$ cat config.mk
export PLATFORM = sky130hd
export DESIGN_NAME = vga_sym_grid_gen
export DESIGN_NICKNAME = d
export VERILOG_FILES = /design/src/rtl/vga_sym_grid_gen.sv
export SDC_FILE = /design/constraint.sdc
export NUM_CORES = 1
export LEC_CHECK = 0
export CORE_AREA = 5 5 84 71
export DETAILED_ROUTE_END_ITERATION = 16
export DIE_AREA = 0 0 89 76
export PLACE_DENSITY = 0.78
export SYNTH_ARGS = -nofsm -noshare
export SYNTH_HDL_FRONTEND = slang
export SYNTH_SLANG_ARGS = --single-unit
$ cat constraint.sdc
create_clock -name clk -period 3.9 [get_ports clk]
set_clock_uncertainty 0.15 [all_clocks]
set_input_delay 0.585 -clock clk [delete_from_list [all_inputs] [get_ports clk]]
set_output_delay 0.585 -clock clk [all_outputs]
set_load 0.1 [all_outputs]
$ cat src/rtl/vga_sym_grid_gen.sv
// vga_sym_grid_gen: character-grid position generator for the debug text screen.
// Advances one pixel per active-pixel strobe. It produces the pixel-in-glyph
// position, the symbol column and row, and the char-RAM address. It supports
// ring-buffer vertical scroll and emits line and frame pulses.
// Optional blinking cursor: define VGA_CURSOR_EN to build it in. Without the
// macro, cursor_on is tied low.
module vga_sym_grid_gen #(
  parameter int GLYPH_W      = 8,
  parameter int GLYPH_H      = 16,
  parameter int COLS         = 80,
  parameter int ROWS         = 30,
  parameter int BLINK_FRAMES = 30,
  localparam int PXW = $clog2(GLYPH_W),
  localparam int PYW = $clog2(GLYPH_H),
  localparam int CXW = $clog2(COLS),
  localparam int CYW = $clog2(ROWS),
  localparam int AW  = $clog2(COLS * ROWS)
) (
  input  logic           clk,
  input  logic           resetn,
  input  logic           en,
  input  logic           frame_start,
  input  logic           scroll_we,
  input  logic [CYW-1:0] scroll_row,
  input  logic [CXW-1:0] cursor_x,
  input  logic [CYW-1:0] cursor_y,
  output logic [PXW-1:0] pix_x,
  output logic [PYW-1:0] pix_y,
  output logic [CXW-1:0] sym_x,
  output logic [CYW-1:0] sym_y,
  output logic [AW-1:0]  disp_addr,
  output logic           line_end,
  output logic           frame_end,
  output logic           cursor_on
);

  localparam logic [PXW-1:0] LAST_PX  = PXW'(GLYPH_W - 1);
  localparam logic [PYW-1:0] LAST_PY  = PYW'(GLYPH_H - 1);
  localparam logic [CXW-1:0] LAST_SX  = CXW'(COLS - 1);
  localparam logic [CYW-1:0] LAST_SY  = CYW'(ROWS - 1);
  localparam logic [CYW:0]   ROWS_W   = (CYW + 1)'(ROWS);
  localparam logic [AW:0]    COLS_W   = (AW + 1)'(COLS);
  localparam logic [AW:0]    SCREEN_W = (AW + 1)'(COLS * ROWS);

  logic [PXW-1:0] pix_x_q, pix_x_d;
  logic [PYW-1:0] pix_y_q, pix_y_d;
  logic [CXW-1:0] sym_x_q, sym_x_d;
  logic [CYW-1:0] sym_y_q, sym_y_d;
  logic [AW-1:0]  row_base_q, row_base_d;
  logic           line_end_q, line_end_d;
  logic           frame_end_q, frame_end_d;
  logic [CYW-1:0] scroll_pend_q, scroll_pend_d;
  logic [AW-1:0]  scroll_base_q, scroll_base_d;
  logic           frame_wrap;
  logic [AW:0]    row_sum;
  logic [AW-1:0]  row_step;

  // Base address of the next text row, wrapping around the ring buffer.
  // Extra MSB keeps the sum exact even when COLS*ROWS is a power of two.
  assign row_sum  = {1'b0, row_base_q} + COLS_W;
  assign row_step = (row_sum >= SCREEN_W) ? '0 : row_sum[AW-1:0];

  // Next-state logic for the pixel/symbol counters and the line/frame pulses.
  always_comb begin
    // NOTE: every combinational output gets a default before any branch, so no path leaves it unassigned and no latch is inferred.
    pix_x_d     = pix_x_q;
    pix_y_d     = pix_y_q;
    sym_x_d     = sym_x_q;
    sym_y_d     = sym_y_q;
    row_base_d  = row_base_q;
    line_end_d  = 1'b0;
    frame_end_d = 1'b0;
    frame_wrap  = 1'b0;
    if (frame_start) begin
      pix_x_d    = '0;
      pix_y_d    = '0;
      sym_x_d    = '0;
      sym_y_d    = '0;
      row_base_d = scroll_base_q;
    end else if (en) begin
      if (pix_x_q == LAST_PX) begin
        pix_x_d = '0;
        if (sym_x_q == LAST_SX) begin
          sym_x_d    = '0;
          line_end_d = 1'b1;
          if (pix_y_q == LAST_PY) begin
            pix_y_d = '0;
            if (sym_y_q == LAST_SY) begin
              sym_y_d     = '0;
              frame_end_d = 1'b1;
              frame_wrap  = 1'b1;
              row_base_d  = scroll_base_q;
            end else begin
              sym_y_d    = sym_y_q + 1'b1;
              row_base_d = row_step;
            end
          end else begin
            pix_y_d = pix_y_q + 1'b1;
          end
        end else begin
          sym_x_d = sym_x_q + 1'b1;
        end
      end else begin
        pix_x_d = pix_x_q + 1'b1;
      end
    end
  end

  // Scroll pipeline: latch a valid row, then multiply it into a base address one cycle later.
  always_comb begin
    scroll_pend_d = scroll_pend_q;
    if (scroll_we && ({1'b0, scroll_row} < ROWS_W)) begin
      scroll_pend_d = scroll_row;
    end
    scroll_base_d = AW'(scroll_pend_q * COLS);
  end

  // State registers for counters, pulses and scroll.
  always_ff @(posedge clk or negedge resetn) begin
    if (!resetn) begin
      pix_x_q       <= '0;
      pix_y_q       <= '0;
      sym_x_q       <= '0;
      sym_y_q       <= '0;
      row_base_q    <= '0;
      line_end_q    <= 1'b0;
      frame_end_q   <= 1'b0;
      scroll_pend_q <= '0;
      scroll_base_q <= '0;
    end else begin
      // NOTE: non-blocking assignments here so every register samples pre-edge values regardless of statement order.
      pix_x_q       <= pix_x_d;
      pix_y_q       <= pix_y_d;
      sym_x_q       <= sym_x_d;
      sym_y_q       <= sym_y_d;
      row_base_q    <= row_base_d;
      line_end_q    <= line_end_d;
      frame_end_q   <= frame_end_d;
      scroll_pend_q <= scroll_pend_d;
      scroll_base_q <= scroll_base_d;
    end
  end

  assign pix_x     = pix_x_q;
  assign pix_y     = pix_y_q;
  assign sym_x     = sym_x_q;
  assign sym_y     = sym_y_q;
  assign disp_addr = row_base_q + AW'(sym_x_q);
  assign line_end  = line_end_q;
  assign frame_end = frame_end_q;

`ifdef VGA_CURSOR_EN
  localparam int BW = (BLINK_FRAMES > 1) ? $clog2(BLINK_FRAMES) : 1;
  localparam logic [BW-1:0]  LAST_BLINK = BW'(BLINK_FRAMES - 1);
  localparam logic [PYW-1:0] CURSOR_PY  = PYW'(GLYPH_H - 2);

  logic [BW-1:0] blink_cnt_q, blink_cnt_d;
  logic          blink_vis_q, blink_vis_d;

  // Blink phase: count completed frames and flip visibility every BLINK_FRAMES of them.
  always_comb begin
    blink_cnt_d = blink_cnt_q;
    blink_vis_d = blink_vis_q;
    if (frame_wrap) begin
      if (blink_cnt_q == LAST_BLINK) begin
        blink_cnt_d = '0;
        blink_vis_d = ~blink_vis_q;
      end else begin
        blink_cnt_d = blink_cnt_q + 1'b1;
      end
    end
  end

  // Blink state registers; the cursor starts visible after reset.
  always_ff @(posedge clk or negedge resetn) begin
    if (!resetn) begin
      blink_cnt_q <= '0;
      blink_vis_q <= 1'b1;
    end else begin
      blink_cnt_q <= blink_cnt_d;
      blink_vis_q <= blink_vis_d;
    end
  end

  assign cursor_on = (sym_x_q == cursor_x) && (sym_y_q == cursor_y) &&
                     (pix_y_q >= CURSOR_PY) && blink_vis_q;
`else
  logic unused_cursor;
  assign unused_cursor = ^{cursor_x, cursor_y, frame_wrap, 32'(BLINK_FRAMES)};
  assign cursor_on     = 1'b0;
`endif

endmodule

==> flow_summary_export.csv, run 1 <==
group,metric,value,unit
power_and_ir_drop,p_int,752,uW
grt,grt_pass1_wl,8610,um
layout,seqCellArea,0.00105,sq mm
timing,setup_viol,0,
worst_setup_path,max_stage_delay,450,ps
grt,antenna_found_initial,0,
power_and_ir_drop,power.density,427,mW/mm^2
synth,yosys_warnings,0,
clock_network,ctsHoldBuffers,0,
drt,via_count,1832,
worst_setup_path,end_kind,"output pin",
layout,final_nets,314,
drt,wirelength,4930,um
die,ios,56,
clock_network,clk-insertion-delay-late,300,ps
synth,synth_cell_type_count,49,
power_and_ir_drop,swShare,39.9,%
worst_setup_path,cp_max_fo,5,
power_and_ir_drop,power.leakage,1.33,nW
clock_network,clk_pin_slew,90,ps
die,chipHeight,76,um
power_and_ir_drop,p_switching,499,uW
place,dpl_cell_area,0.00284,sq mm
timing,hold_violations,0,
worst_setup_path,worstPathRequired,3160,ps
clock_network,cts_root_buffer,"clkbuf_8",
die,start_util,47.0,%
power_and_ir_drop,pwr-share-comb,32.2,%
drt,route.detailed.drc,0,
timing,worst_pin_slew,978,ps
synth,synth_most_common_cell,"dfrtp_1",
place,port_buffers,42,
synth,synthFlopType,"dfrtp_1",
clock_network,htree_levels,2,
synth,syn_nets,277,
power_and_ir_drop,vdd_ir_drop_max,293,uV
die,fp.dieW,89,um
grt,grt_overflow,0,
drt,drt_iter0_drc,113,
synth,async_reset_ff_share,100,%
worst_setup_path,worstPathArrival,2350,ps
timing,period_minus_slack,3080,ps
timing,relSlewSlack,34.6,%
power_and_ir_drop,p_clk_share,24.3,%
synth,ys_ff_latch,42,
clock_network,cts_buffer_depth,2,
layout,n_fill_cell,459,
timing,rsz0062_at_grt,"no",
run,cap_violations,0,
hold_path,hp-class,"primary input to asynchronous set/reset pin",
place,routabilityCongestion,0.830,
clock_network,post_cts_buffers,0,
timing,period_share,79.0,%
synth,avgSynthCellArea,10.2,sq um
die,fp.dieArea,0.00676,sq mm
drt,ant_nets,0,
clock_network,cts-buffers-inserted,5,
drt,vias_per_cell,5.39,
grt,grt_pass1_vias,1829,
die,design.core.area,0.00513,sq mm
synth,seq_area_frac_synth,43.5,%
timing,fin_setup_tns,0,ps
place,dp_hpwl,3660,um
clock_network,tritoncts,"yes",
timing,slew_viol_final,0,
worst_setup_path,cp_common_cell,"a21oi_1",
synth,syn-cell-area,0.00241,sq mm
worst_setup_path,worstSetupStartpointType,"flop",
synth,yosys.area.top_type,"dfrtp_1",
worst_setup_path,crit_chain,"ha_1 -> a21oi_1 -> inv_1 -> a21oi_1 -> or2b_1 -> xnor2_2 -> buf_4",
run_status,run_status,"finished, final reports clean",
grt,grt_max_degree,43,
worst_setup_path,crit_type,"flop to output pin",
timing,fmax,0.324,GHz
layout,multi_input_area,0.00126,sq mm
worst_setup_path,slowest_stage,"dfrtp_1",
layout,fin_area,0.00293,sq mm
clock_network,clkSinkCount,42,
synth,ys_top_cells_by_area,"dfrtp_1 44%, ha_1 8.8%, xnor2_1 4.7%",
power_and_ir_drop,pwr-share-seq,43.5,%
grt,grt_use_total,16.0,%
die,std_cell_rows,24,
layout,diodes,0,
synth,synth_common_cells,"42 x dfrtp_1, 24 x nor2_1, 17 x ha_1",
drt,wl_per_cell,14.5,um
layout,area_growth,21.4,%
synth,synthCells,237,
synth,yosysTopAreaCellShare,43.5,%
layout,drive_gt1_share,10.9,%
synth,synth_edf_count,0,
clock_network,ctsResizeCount,0,
drt,drtPass1Iterations,6,
-- cell type report --
cell class / instances / share of cell area [%]
Inverter: 9 / 1.15
Clock buffer: 7 / 2.95
Multi-Input combinational cell: 173 / 43.1
Sequential cell: 42 / 35.9
Clock inverter: 1 / 0.299
Tap cell: 65 / 2.78
Timing Repair Buffer: 43 / 13.8
-- power by group through the flow --
stage	clock network, mW	logic [mW]	registers, mW
2_1_floorplan	0	0.351	0.532
3_3_place_gp	0	0.391	0.550
3_5_place_dp	0	0.402	0.552
4_1_cts	0.309	0.406	0.544
5_1_grt	0.330	0.433	0.553
6_report	0.304	0.402	0.544
-- cell families after synthesis --
| kind of cell | count (synthesis) | share of synthesized area (%) |
|---|---|---|
| xor gates and xnor gates | 22 | 7.98 |
| other | 1 | 0.155 |
| adders and majority gates | 18 | 9.64 |
| muxes | 6 | 2.64 |
| AOI/OAI and AO/OA | 47 | 12.8 |
| buffers and inverters | 22 | 5.34 |
| DFF | 42 | 43.5 |
| and+or+nand+nor | 79 | 17.9 |
-- path summary, 6_finish.rpt --
check	slack (ps)	start	cells past startpoint	to
setup / recovery	820	sym_x[5]$_DFFE_PN0P_	7	disp_addr[8]
min in group clk	270	scroll_pend_q[0]$_DFFE_PN0P_	0	scroll_base_q[4]$_DFF_PN0_
hold / removal	260	resetn	1	pix_x[2]$_DFFE_PN0P_
setup reg to reg	1500	pix_x[0]$_DFFE_PN0P_	7	row_base_q[7]$_DFFE_PN0P_
max in group asynchronous	2770	resetn	1	scroll_base_q[10]$_DFF_PN0_
hold reg to reg	270	scroll_pend_q[0]$_DFFE_PN0P_	0	scroll_base_q[4]$_DFF_PN0_
-- worst max-delay path: cells and delay by family (launching register included) --
kind                     cells  cell delay, ps
AND/OR/NAND/NOR              1             200
AO/OA/AOI/OAI                2             580
adder cells (fa/ha/maj)      1             340
flip-flops                   1             450
XOR/XNOR                     1             110
buffers and inverters        2             360
-- flip-flops by register name, indices dropped and copies added (netlist names) --
signal         flops
row_base_q         8
scroll_base_q      8
sym_x              7
scroll_pend_q      5
sym_y              5
pix_y              4
pix_x              3
frame_end          1
line_end           1
-- stage by stage --
| step | std cells | hold slack, ps | power [mW] | util [%] | setup slack, ps |
|---|---|---|---|---|---|
| floorplan | 237 | 139 | 0.883 | - | 38.9 |
| global placement | 332 | 253 | 0.942 | 55.2 | 1070 |
| detailed placement | 332 | 255 | 0.955 | 55.2 | 1070 |
| CTS | 340 | 274 | 1.26 | 57.1 | 821 |
| global route | 340 | 287 | 1.32 | 57.1 | 677 |
| finish | 340 | 262 | 1.25 | 57.1 | 817 |
-- layer usage --
| layer | wire length [um] | track usage, % |
|---|---|---|
| met1 | 2300 | 22.3 |
| met2 | 2220 | 23.5 |
| met3 | 327 | 5.08 |
| met4 | 84 | 5.36 |
| met5 | 0 | 0 |
-- cells in the final DEF, fill, tap and decap left out, drive strengths merged, types with 7 or more instances in the layout --
cell	n
buf	9
nand2	16
dfrtp	42
a21oi	15
nand3	7
xor2	9
clkdlybuf4s50	34
nor2	24
o21ai	15
xnor2	13
clkbuf	7
inv	10
ha	17
Power figures use the tool's default switching activity.
==> run 2, diff against run 1 <==
==> constraint.sdc (replaced) <==
create_clock -name clk -period 3.07 [get_ports clk]
set_clock_uncertainty 0.15 [all_clocks]
set_input_delay 0.4605 -clock clk [delete_from_list [all_inputs] [get_ports clk]]
set_output_delay 0.4605 -clock clk [all_outputs]
set_load 0.1 [all_outputs]
==> run 2 against run 1 <==
Non-clock buffer count rose by 2. Cell area up 3.5%. Setup slack got worse by 660 ps. Critical path depth stayed put. Die area is the same. Global-route usage shrank 0.27 points. Clock power rose by 51%. Wire length rose by 1.5%. Flip-flop and latch count did not move. Combinational power up 42%. Worst hold slack worse by 120 ps. Utilization rose by 2.0 points. Critical endpoint is now disp_addr[9]. Highest routed layer unchanged.
==> flow_summary_export.csv, run 2 (synthesized netlist as in run 1, its figures left out) <==
group,metric,value,unit
timing,worst_pin_slew,922,ps
hold_path,hp-class,"primary input to asynchronous set/reset pin",
clock_network,htree_levels,2,
clock_network,cts_root_buffer,"clkbuf_8",
power_and_ir_drop,p_int,1.09,mW
grt,grt_overflow,0,
die,chipHeight,76,um
drt,drt_iter0_drc,79,
worst_setup_path,worstPathRequired,2460,ps
worst_setup_path,slowest_stage,"dfrtp_4",
timing,relSlewSlack,38.6,%
worst_setup_path,worstPathArrival,2300,ps
place,port_buffers,42,
die,start_util,47.0,%
drt,ant_nets,0,
power_and_ir_drop,pwr-share-comb,33.0,%
grt,grt_pass1_vias,1811,
power_and_ir_drop,p_switching,639,uW
die,std_cell_rows,24,
timing,period_minus_slack,2910,ps
drt,drtPass1Iterations,4,
worst_setup_path,max_stage_delay,510,ps
drt,wirelength,5000,um
worst_setup_path,cp_max_fo,5,
layout,area_growth,25.6,%
die,fp.dieW,89,um
drt,vias_per_cell,5.40,
clock_network,cts_buffer_depth,2,
layout,final_common_cell,"dfrtp_1",
drt,wl_per_cell,14.6,um
grt,antenna_found_initial,0,
worst_setup_path,end_kind,"output pin",
timing,rsz0062_at_grt,"no",
layout,multi_input_area,0.00133,sq mm
worst_setup_path,cp_common_cell,"a21oi_2",
timing,setup_viol,0,
worst_setup_path,crit_chain,"ha_1 -> a21oi_2 -> inv_1 -> a21oi_2 -> nor2_1 -> xor2_4 -> buf_12",
timing,hold_slack,145,ps
layout,fin_util,59.0,%
layout,drive_gt1_share,23.8,%
layout,n_fill_cell,431,
layout,final_nets,316,
clock_network,post_cts_buffers,0,
worst_setup_path,worstSetupStartpointType,"flop",
layout,diodes,0,
power_and_ir_drop,pwr-share-seq,40.4,%
place,dp_hpwl,3760,um
timing,slew_viol_final,0,
clock_network,cts-buffers-inserted,5,
worst_setup_path,critPathTopFamily,"flip-flops",
power_and_ir_drop,p_clk_share,26.5,%
power_and_ir_drop,vdd_ir_drop_max,521,uV
clock_network,tritoncts,"yes",
die,design.core.area,0.00513,sq mm
power_and_ir_drop,p_total,1.72,mW
grt,grt_pass1_wl,8570,um
grt,grt_max_degree,43,
power_and_ir_drop,power.leakage,1.44,nW
drt,via_count,1846,
timing,fmax,0.344,GHz
power_and_ir_drop,power.density,569,mW/mm^2
worst_setup_path,crit_type,"flop to output pin",
worst_setup_path,worstReg2RegStart,"pix_x[0]$_DFFE_PN0P_",
run_status,run_status,"finished, final reports clean",
clock_network,clkSinkCount,42,
die,ios,56,
timing,period_share,94.8,%
die,fp.dieArea,0.00676,sq mm
layout,seqCellArea,0.00106,sq mm
clock_network,clk-insertion-delay-late,300,ps
run,cap_violations,0,
timing,fin_setup_tns,0,ps
clock_network,clk_pin_slew,80,ps
worst_setup_path,startpoint,"sym_x[5]$_DFFE_PN0P_",
grt,grt_use_total,15.7,%
worst_setup_path,cp.buffers_inverters,2,
drt,route.detailed.drc,0,
place,routabilityCongestion,0.799,
layout,final_cell_mix,"39 x dfrtp_1, 31 x buf_4, 24 x nor2_1, 17 x ha_1, 16 x nand2_1",
timing,hold_violations,0,
power_and_ir_drop,swShare,37.1,%
run 2: cell count changes in the layout (fill, tap and decap cells not counted), moves of 2 or more:
cell,before,now
buf_12,0,5
a21oi_2,1,3
buf_4,8,31
xor2_2,2,0
dfrtp_2,0,2
xor2_4,0,2
xnor2_1,11,9
clkdlybuf4s50_1,34,8
dfrtp_1,42,39
a21oi_1,14,12
run 2: final cells by class:
type                    count  area share [%]
clock buffers               7            2.85
flip-flops and latches     42            34.9
multi-input cells         173            43.7
inverters                   9            1.11
well taps                  65            2.68
repair buffers             45            13.8
clock inverters             1           0.991
run 2: power groups by stage:
stage          registers, mW  logic (mW)  clock network (mW)
2_1_floorplan          0.676       0.463                   0
3_3_place_gp           0.705       0.562                   0
3_5_place_dp           0.707       0.570                   0
4_1_cts                0.697       0.574               0.461
5_1_grt                0.707       0.611               0.491
6_report               0.697       0.570               0.458
run 2: what timing repair did:
| action | 4_1_cts | 5_1_grt |
|---|---|---|
| gates resized for setup | 0 | 1 |
| setup endpoints to repair | 0 | 4 |
| hold buffers | 0 | 0 |
run 2: metal layers:
| metal | global-route usage (%) | vias to the layer above | share of wire [%] |
|---|---|---|---|
| met3 | 3.78 | 7 | 4.9 |
| met2 | 23.1 | 39 | 47 |
| met1 | 23.3 | 899 | 47 |
| met5 | 0 | - | 0 |
| met4 | 4.17 | 0 | 1.1 |
| li1 | - | 901 | - |
run 2: path summary, 6_finish.rpt:
kind	endpoint	slack [ps]	depth (start not counted)
max	disp_addr[9]	160	7
min	pix_x[2]$_DFFE_PN0P_	150	1
max reg2reg	row_base_q[7]$_DFFE_PN0P_	710	7
min reg2reg	scroll_base_q[4]$_DFF_PN0_	270	0
max in group asynchronous	sym_x[5]$_DFFE_PN0P_	1950	1
min in group clk	scroll_base_q[4]$_DFF_PN0_	270	0
run 2: metrics by stage:
step                area, sq um  setup slack [ps]  cells
finish                     3030               159    342
global route               3030              30.2    342
CTS                        3030              52.8    342
detailed placement         2910               389    334
global placement           2910               418    334
floorplan                  2510              27.5    237
